## config.mk

```make
export PLATFORM = sky130hd
export DESIGN_NAME = i2s_mic_window_flat
export DESIGN_NICKNAME = d
export VERILOG_FILES = /design/src/rtl/i2s_mic_window_if.sv /design/src/rtl/i2s_mic_window.sv /design/src/flat_wrapper.sv
export SDC_FILE = /design/constraint.sdc
export NUM_CORES = 1
export LEC_CHECK = 0
export CAP_MARGIN = 5
export CORE_ASPECT_RATIO = 1.2
export CORE_MARGIN = 2
export CORE_UTILIZATION = 45
export DETAILED_ROUTE_END_ITERATION = 10
export MAX_ROUTING_LAYER = met4
export PLACE_DENSITY_LB_ADDON = 0.15
export SYNTH_ARGS = -nofsm -noshare
export SYNTH_HDL_FRONTEND = slang
export SYNTH_SLANG_ARGS = --single-unit
```

## constraint.sdc

```tcl
create_clock -name clk -period 1.7 [get_ports clk]
set_clock_uncertainty 0.2 [all_clocks]
set_input_delay 0.34 -clock clk [delete_from_list [all_inputs] [get_ports clk]]
set_output_delay 0.34 -clock clk [all_outputs]
set_load 0.01 [all_outputs]
```

## src/rtl/i2s_mic_window_if.sv

```systemverilog
// i2s_mic_window_if: I2S pins, capture enable and sample-window outputs of the mic receiver.
interface i2s_mic_window_if #(
  parameter int DEPTH = 16,
  parameter int OUT_WIDTH = 16
);
  logic enable;
  logic DOUT;
  logic BCLK;
  logic LRCLK;
  logic new_sample;
  logic frame_ready;
  logic [DEPTH*OUT_WIDTH-1:0] window;
  modport master (input enable, DOUT, output BCLK, LRCLK, new_sample, frame_ready, window);
  modport slave (output enable, DOUT, input BCLK, LRCLK, new_sample, frame_ready, window);
endinterface

```

## src/rtl/i2s_mic_window.sv

```systemverilog
// i2s_mic_window: I2S mic receiver with calibration, channel select and a newest-first sliding window.
module i2s_mic_window #(
  parameter int SLOT_BITS = 32,
  parameter int SAMPLE_BITS = 18,
  parameter int OUT_WIDTH = 16,
  parameter int DEPTH = 16,
  parameter int BCLK_DIV = 4,
  parameter int CAL_OFFSET = 29,
  parameter int CHANNEL_MODE = 0,
  parameter int HOP = 16
) (
  input logic clk,
  input logic reset,
  i2s_mic_window_if.master bus
);
  localparam int SB = SAMPLE_BITS;
  localparam int DW = BCLK_DIV > 1 ? $clog2(BCLK_DIV) : 1;
  localparam int BW = $clog2(SLOT_BITS);
  localparam int FW = $clog2(DEPTH + 1);
  localparam int HW = $clog2(HOP + 1);
  localparam int WW = DEPTH * OUT_WIDTH;
  localparam int MW = OUT_WIDTH > SB ? OUT_WIDTH : SB;
  localparam int SH = OUT_WIDTH <= SB ? SB - OUT_WIDTH : 0;
  localparam logic signed [SB+1:0] OFF = (SB + 2)'(CAL_OFFSET);
  localparam logic signed [SB+1:0] MAXV = {3'b000, {(SB - 1){1'b1}}};
  localparam logic signed [SB+1:0] MINV = {3'b111, {(SB - 1){1'b0}}};
  logic [DW-1:0] div_cnt;
  logic [BW-1:0] bit_cnt;
  logic bclk, lrclk, done, done_ch, left_v, new_sample, frame_ready;
  logic [SB-1:0] shreg;
  logic signed [SB-1:0] left_q;
  logic [FW-1:0] fill;
  logic [HW-1:0] hop;
  logic [WW-1:0] win;
  logic tick, rise, fall, capture, push, full, fr_n;
  logic signed [SB+1:0] sum;
  logic signed [SB:0] mix_sum;
  logic signed [SB-1:0] cal, mix, pick;
  logic signed [MW-1:0] ext;
  logic [OUT_WIDTH-1:0] val;
  logic [HW-1:0] hop_n;
  always_comb begin
    tick = div_cnt == DW'(BCLK_DIV - 1);
    rise = tick && !bclk;
    fall = tick && bclk;
    capture = rise && bit_cnt != '0 && bit_cnt <= BW'(SB);
    sum = $signed({{2{shreg[SB-1]}}, shreg}) + OFF;
    cal = sum > MAXV ? MAXV[SB-1:0] : (sum < MINV ? MINV[SB-1:0] : sum[SB-1:0]);
    mix_sum = $signed({left_q[SB-1], left_q}) + $signed({cal[SB-1], cal});
    mix = SB'(mix_sum >>> 1);
    pick = CHANNEL_MODE == 2 ? mix : cal;
    ext = MW'(pick);
    val = OUT_WIDTH'(ext >>> SH);
    push = bus.enable && done &&
           (CHANNEL_MODE == 0 ? !done_ch : (CHANNEL_MODE == 1 ? done_ch : done_ch && left_v));
    full = fill == FW'(DEPTH);
    // the push that first fills the window is itself a frame boundary
    fr_n = push && (full ? hop == HW'(HOP - 1) : fill == FW'(DEPTH - 1));
    hop_n = !push ? hop : ((full && !fr_n) ? hop + HW'(1) : '0);
  end
  always_ff @(posedge clk) begin
    if (reset) begin
      div_cnt <= '0;
      bit_cnt <= '0;
      bclk <= 1'b0;
      lrclk <= 1'b0;
      shreg <= '0;
      done <= 1'b0;
      done_ch <= 1'b0;
      left_q <= '0;
      left_v <= 1'b0;
      fill <= '0;
      hop <= '0;
      win <= '0;
      new_sample <= 1'b0;
      frame_ready <= 1'b0;
    end else begin
      new_sample <= push;
      frame_ready <= fr_n;
      hop <= hop_n;
      if (push) begin
        win <= {win[WW-OUT_WIDTH-1:0], val};
        fill <= full ? fill : fill + FW'(1);
      end
      if (!bus.enable) begin
        div_cnt <= '0;
        bit_cnt <= '0;
        bclk <= 1'b0;
        lrclk <= 1'b0;
        shreg <= '0;
        done <= 1'b0;
        done_ch <= 1'b0;
        left_v <= 1'b0;
      end else begin
        div_cnt <= tick ? '0 : div_cnt + DW'(1);
        bclk <= bclk ^ tick;
        if (fall) begin
          bit_cnt <= bit_cnt == BW'(SLOT_BITS - 1) ? '0 : bit_cnt + BW'(1);
          lrclk <= lrclk ^ (bit_cnt == BW'(SLOT_BITS - 1));
        end
        if (capture) shreg <= {shreg[SB-2:0], bus.DOUT};
        done <= rise && bit_cnt == BW'(SB);
        done_ch <= lrclk;
        if (done && !done_ch) begin
          left_q <= cal;
          left_v <= 1'b1;
        end
      end
    end
  end
  assign bus.BCLK = bclk;
  assign bus.LRCLK = lrclk;
  assign bus.new_sample = new_sample;
  assign bus.frame_ready = frame_ready;
  assign bus.window = win;
endmodule
```

## src/flat_wrapper.sv

```systemverilog
// flat-port wrapper written by rule: the top's interface ports become plain ports
module i2s_mic_window_flat 
#(
  parameter int SLOT_BITS = 32,
  parameter int SAMPLE_BITS = 18,
  parameter int OUT_WIDTH = 16,
  parameter int DEPTH = 16,
  parameter int BCLK_DIV = 4,
  parameter int CAL_OFFSET = 29,
  parameter int CHANNEL_MODE = 0,
  parameter int HOP = 16
)
  (clk, reset, bus_enable, bus_DOUT, bus_BCLK, bus_LRCLK, bus_new_sample, bus_frame_ready, bus_window);
  i2s_mic_window_if #(.DEPTH(DEPTH), .OUT_WIDTH(OUT_WIDTH)) bus_i ();
  input logic clk;
  input logic reset;
  input wire logic [$bits(bus_i.enable)-1:0] bus_enable;
  input wire logic [$bits(bus_i.DOUT)-1:0] bus_DOUT;
  output wire logic [$bits(bus_i.BCLK)-1:0] bus_BCLK;
  output wire logic [$bits(bus_i.LRCLK)-1:0] bus_LRCLK;
  output wire logic [$bits(bus_i.new_sample)-1:0] bus_new_sample;
  output wire logic [$bits(bus_i.frame_ready)-1:0] bus_frame_ready;
  output wire logic [$bits(bus_i.window)-1:0] bus_window;
  assign bus_i.enable = bus_enable;
  assign bus_i.DOUT = bus_DOUT;
  assign bus_BCLK = bus_i.BCLK;
  assign bus_LRCLK = bus_i.LRCLK;
  assign bus_new_sample = bus_i.new_sample;
  assign bus_frame_ready = bus_i.frame_ready;
  assign bus_window = bus_i.window;
  i2s_mic_window #(.SLOT_BITS(SLOT_BITS), .SAMPLE_BITS(SAMPLE_BITS), .OUT_WIDTH(OUT_WIDTH), .DEPTH(DEPTH), .BCLK_DIV(BCLK_DIV), .CAL_OFFSET(CAL_OFFSET), .CHANNEL_MODE(CHANNEL_MODE), .HOP(HOP)) u_core (.clk(clk), .reset(reset), .bus(bus_i));
endmodule
```

==> key figures <==
Placement
  • Pre-CTS setup slack: -0.3632 ns
  • GPL Wtd Cong: 0.8615
  • # placed instances: 1947
  • Port bufs: around 260
  • DP HPWL: 23530 um

Worst setup path
  • Worst Reg-to-Reg Cells: 9
  • Max stage delay on crit path: 0.35 ns
  • Critical path class: flip-flop to flip-flop
  • Top cell by count, worst path: buf_6
  • WP data arrival: 2.04 ns
  • CP required: 1.96 ns
  • CP Launch Point: u_core.bit_cnt[1]
  • Worst Setup Start Kind: flip-flop
  • Worst setup EP type: flip-flop
  • Reg-to-reg endpoint: u_core.shreg[14]
  • Crit-path max FO: 4
  • Crit-path slowest cell: dfxtp_2
  • RR Startpoint: u_core.bit_cnt[1]
  • Crit path cell chain: buf_6 > ha_4 > nor2b_4 > buf_6 > o31ai_4 > buf_6 > buf_16 > nand3_4 > a21oi_2
  • R2R Setup Slk: -0.08 ns
  • Crit path to: u_core.shreg[14]

Power and ir drop
  • Switching power total: between 0.002 and 0.003 W
  • Final Power: 0.01343 W
  • Clk pwr share: 0.470
  • Switching Fraction: 0.2082
  • Peak VDD IR: 707.3 uV
  • Pwr Density: 822.6 nW/um2
  • Reg power frac: 0.517
  • P_leak: 5.925 nW
  • Comb power frac: 0.014
  • Pint: roughly 0.011 W

Floorplan
  • Core area: 23820 um2
  • Die width: between 100 and 150 um
  • Rows: between 60 and 70
  • I/O pin total: 264
  • Initial core utilization: 0.4563
  • Die area: around 25000 um2
  • Die Span Y: 174.2 um

Drt
  • Routed Antenna Nets: 0
  • Vias after detailed routing: 10540
  • Drt wl/cell: 17.21 um
  • 1st-iter DRT viols: 550
  • Via/cell ratio: around 5.2
  • DR DRC count: 0
  • Routed WL: 35120 um
  • DRT Pass-1 Iters: 5

Synth
  • Post-synth ARST share: 0
  • Syn Std Cell Area: 10870 um2
  • Seq/Total Area, Yosys: 0.5471
  • Synth area leader: dfxtp_1
  • Net Count, Synth: 1360
  • Synthesized netlist cell count: 1346
  • Main flop type after synthesis: dfxtp_1
  • Count leader, synth: nand2_1
  • Top post-synthesis cells by count: nand2_1, dfxtp_1, a21oi_1
  • Mean Syn Cell Area: 8.074 um2
  • Share of the synthesized area in the top cell type: 0.5471
  • Synth warn: 0
  • Synth area leaders: dfxtp_1, nand2_1, a21oi_1, clkbuf_1, buf_2
  • Number of flops mapped to enable cells by yosys: 0
  • Flop and latch count out of synthesis: 297
  • Synth unique cells: 53

CTS
  • Clock Latency Late Sink: 0.55 ns
  • Clk slew on worst S/H paths: about 0.060 ns
  • # clock sinks: a little under 300
  • Root Buffer: clkbuf_16
  • H-tree Lvls: 1
  • Num CTS Buffers: 30
  • Clk buf depth: 3
  • CTS tree: built

GRT
  • M2 GR Usage: 0.4786
  • Antenna violations before repair: 0
  • Gr busiest metal: met2
  • First-pass GRT wire length: 53560 um
  • Largest net degree at the start of global routing: 56
  • Met1 global-route usage: 0.3073
  • Total track usage: 0.2671
  • GR Util met3: 0.03858
  • Vias in the first global route: 10260
  • Grt ovf: 0

Timing
  • Period utilisation layout: 1.046
  • Crit path time final: 1.778 ns
  • Final Hold Viols: 0
  • RSZ-0062 raised after global routing: true
  • Max Clk Rate: 562.4 MHz
  • Relative slew slack: 0.7842
  • Setup-failing EPs final: 21
  • Max-slew violation count: 0
  • Final worst slack: -0.07804 ns
  • Worst slew pin tran: 0.3237 ns

Hold path
  • Hold_sp: bus_DOUT
  • Hold Path Class: input pin to flip-flop

Status
  • Outcome: complete, but fails checks
  • Failing checks: setup timing

Final layout
  • Area grow syn2layout: 50.18%
  • Fin nets: 1713
  • FILL cells: 1948
  • Non-filler cells, final: around 2000
  • Share of layout cells above drive strength 1: 0.4033
  • Antenna cells: 0

Run
  • Max cap viols: 0
layer usage:
layer / wire length (um) / vias to the layer above
met1: 13570 / 4984
met5: 0 / -
met3: 1998 / 73
met2: 18530 / 327
li1: - / 5153
met4: 1018 / 0
placed cells by master, fill, tap and decap left out, drive strengths merged, types with 2 or more instances in the layout:
| cell | synthesis | final |
|---|---|---|
| a211oi | 9 | 9 |
| a21oi | 271 | 271 |
| a311oi | 4 | 4 |
| a31oi | 2 | 2 |
| and3 | 3 | 3 |
| buf | 41 | 214 |
| clkbuf | 59 | 92 |
| clkdlybuf4s15 | 0 | 160 |
| clkdlybuf4s50 | 0 | 2 |
| clkinv | 0 | 4 |
| dfxtp | 297 | 297 |
| dlygate4sd2 | 0 | 2 |
| ha | 10 | 10 |
| inv | 10 | 10 |
| mux2i | 2 | 2 |
| nand2 | 493 | 493 |
| nand2b | 3 | 3 |
| nand3 | 23 | 23 |
| nand3b | 3 | 3 |
| nand4 | 5 | 5 |
| nor2 | 32 | 32 |
| nor2b | 3 | 3 |
| nor3 | 8 | 8 |
| nor3b | 4 | 4 |
| nor4 | 4 | 4 |
| nor4b | 2 | 2 |
| nor4bb | 2 | 2 |
| o21ai | 23 | 23 |
| xnor2 | 14 | 14 |
| xor2 | 3 | 3 |
layout make-up:
cell class / count / area [um2] / area share
well taps: 320 / 400.4 / 0.02453
repair buffers: 421 / 3908 / 0.2394
clock buffers: 50 / 917.1 / 0.05619
clock inverters: 4 / 23.77 / 0.001456
inverters: 10 / 40.04 / 0.002453
flip-flops and latches: 297 / 6213 / 0.3807
multi-input cells: 939 / 4820 / 0.2953
through the flow:
| stage | util | area [um2] | TNS, ns | hold WS (ns) |
|---|---|---|---|---|
| after floorplan | - | 10890 | 0 | 0.2084 |
| after global placement | 0.6143 | 14630 | -73.90 | 0.2162 |
| after detailed placement | 0.6143 | 14630 | -81.38 | 0.2296 |
| after CTS | 0.6827 | 16260 | -0.7541 | 0.1996 |
| after global routing | 0.6854 | 16320 | -2.541 | 0.2095 |
| final | 0.6854 | 16320 | -0.8534 | 0.2116 |
sequential cells by signal (all words and copies together) (netlist names), 2 cells and up:
| signal | count |
|---|---|
| u_core.bus.window | 256 |
| u_core.div_cnt | 2 |
| u_core.bit_cnt | 5 |
| u_core.hop | 5 |
| u_core.fill | 5 |
| u_core.shreg | 18 |
worst min-delay path by stage:
| stage | to | cells past startpoint | slack, ns |
|---|---|---|---|
| after floorplan | u_core.div_cnt[0] | 1 | 0.21 |
| after global placement | u_core.div_cnt[0] | 1 | 0.22 |
| after detailed placement | u_core.div_cnt[0] | 1 | 0.23 |
| after CTS | u_core.shreg[0] | 3 | 0.20 |
| after global routing | u_core.shreg[0] | 3 | 0.21 |
| final | u_core.shreg[0] | 3 | 0.21 |
worst max-delay path, delay by kind of cell, from the launching register on:
| kind | cells | cell delay [ns] |
|---|---|---|
| buffers and inverters | 4 | 0.53 |
| adder cells (fa/ha/maj) | 1 | 0.14 |
| AND/OR/NAND/NOR | 2 | 0.10 |
| AO/OA/AOI/OAI | 2 | 0.38 |
| flip-flops | 1 | 0.35 |
repair_timing:
| action | in CTS | in global routing |
|---|---|---|
| gates resized for setup | 940 | 173 |
| pin swaps | 33 | 36 |
| cloned | 4 | 2 |
| setup buffers | 14 | 20 |
| endpoints found under the hold margin | 1 | 0 |
| endpoints found under the setup margin | 290 | 181 |
| hold buffers | 1 | 0 |
cells by family (layout without fill, tap and decap cells):
family,after synthesis,count (layout),synth area share
multiplexers,2,2,0.001842
buffers and inverters,110,485,0.04271
adder cells (fa/ha/maj),10,10,0.01151
XOR/XNOR,17,17,0.01370
flip-flops,297,297,0.5471
AO/OA/AOI/OAI,319,319,0.1588
AND/OR/NAND/NOR,591,591,0.2244
power by group through the flow:
stage	clock [W]	combinational, W	sequential [W]
after floorplan	0	0.0000991	0.00712
after global placement	0	0.000174	0.00712
after detailed placement	0	0.000175	0.00712
after CTS	0.00641	0.000179	0.00695
after global routing	0.00669	0.000193	0.00693
final	0.00631	0.000183	0.00694
Power figures use the tool's default switching activity.
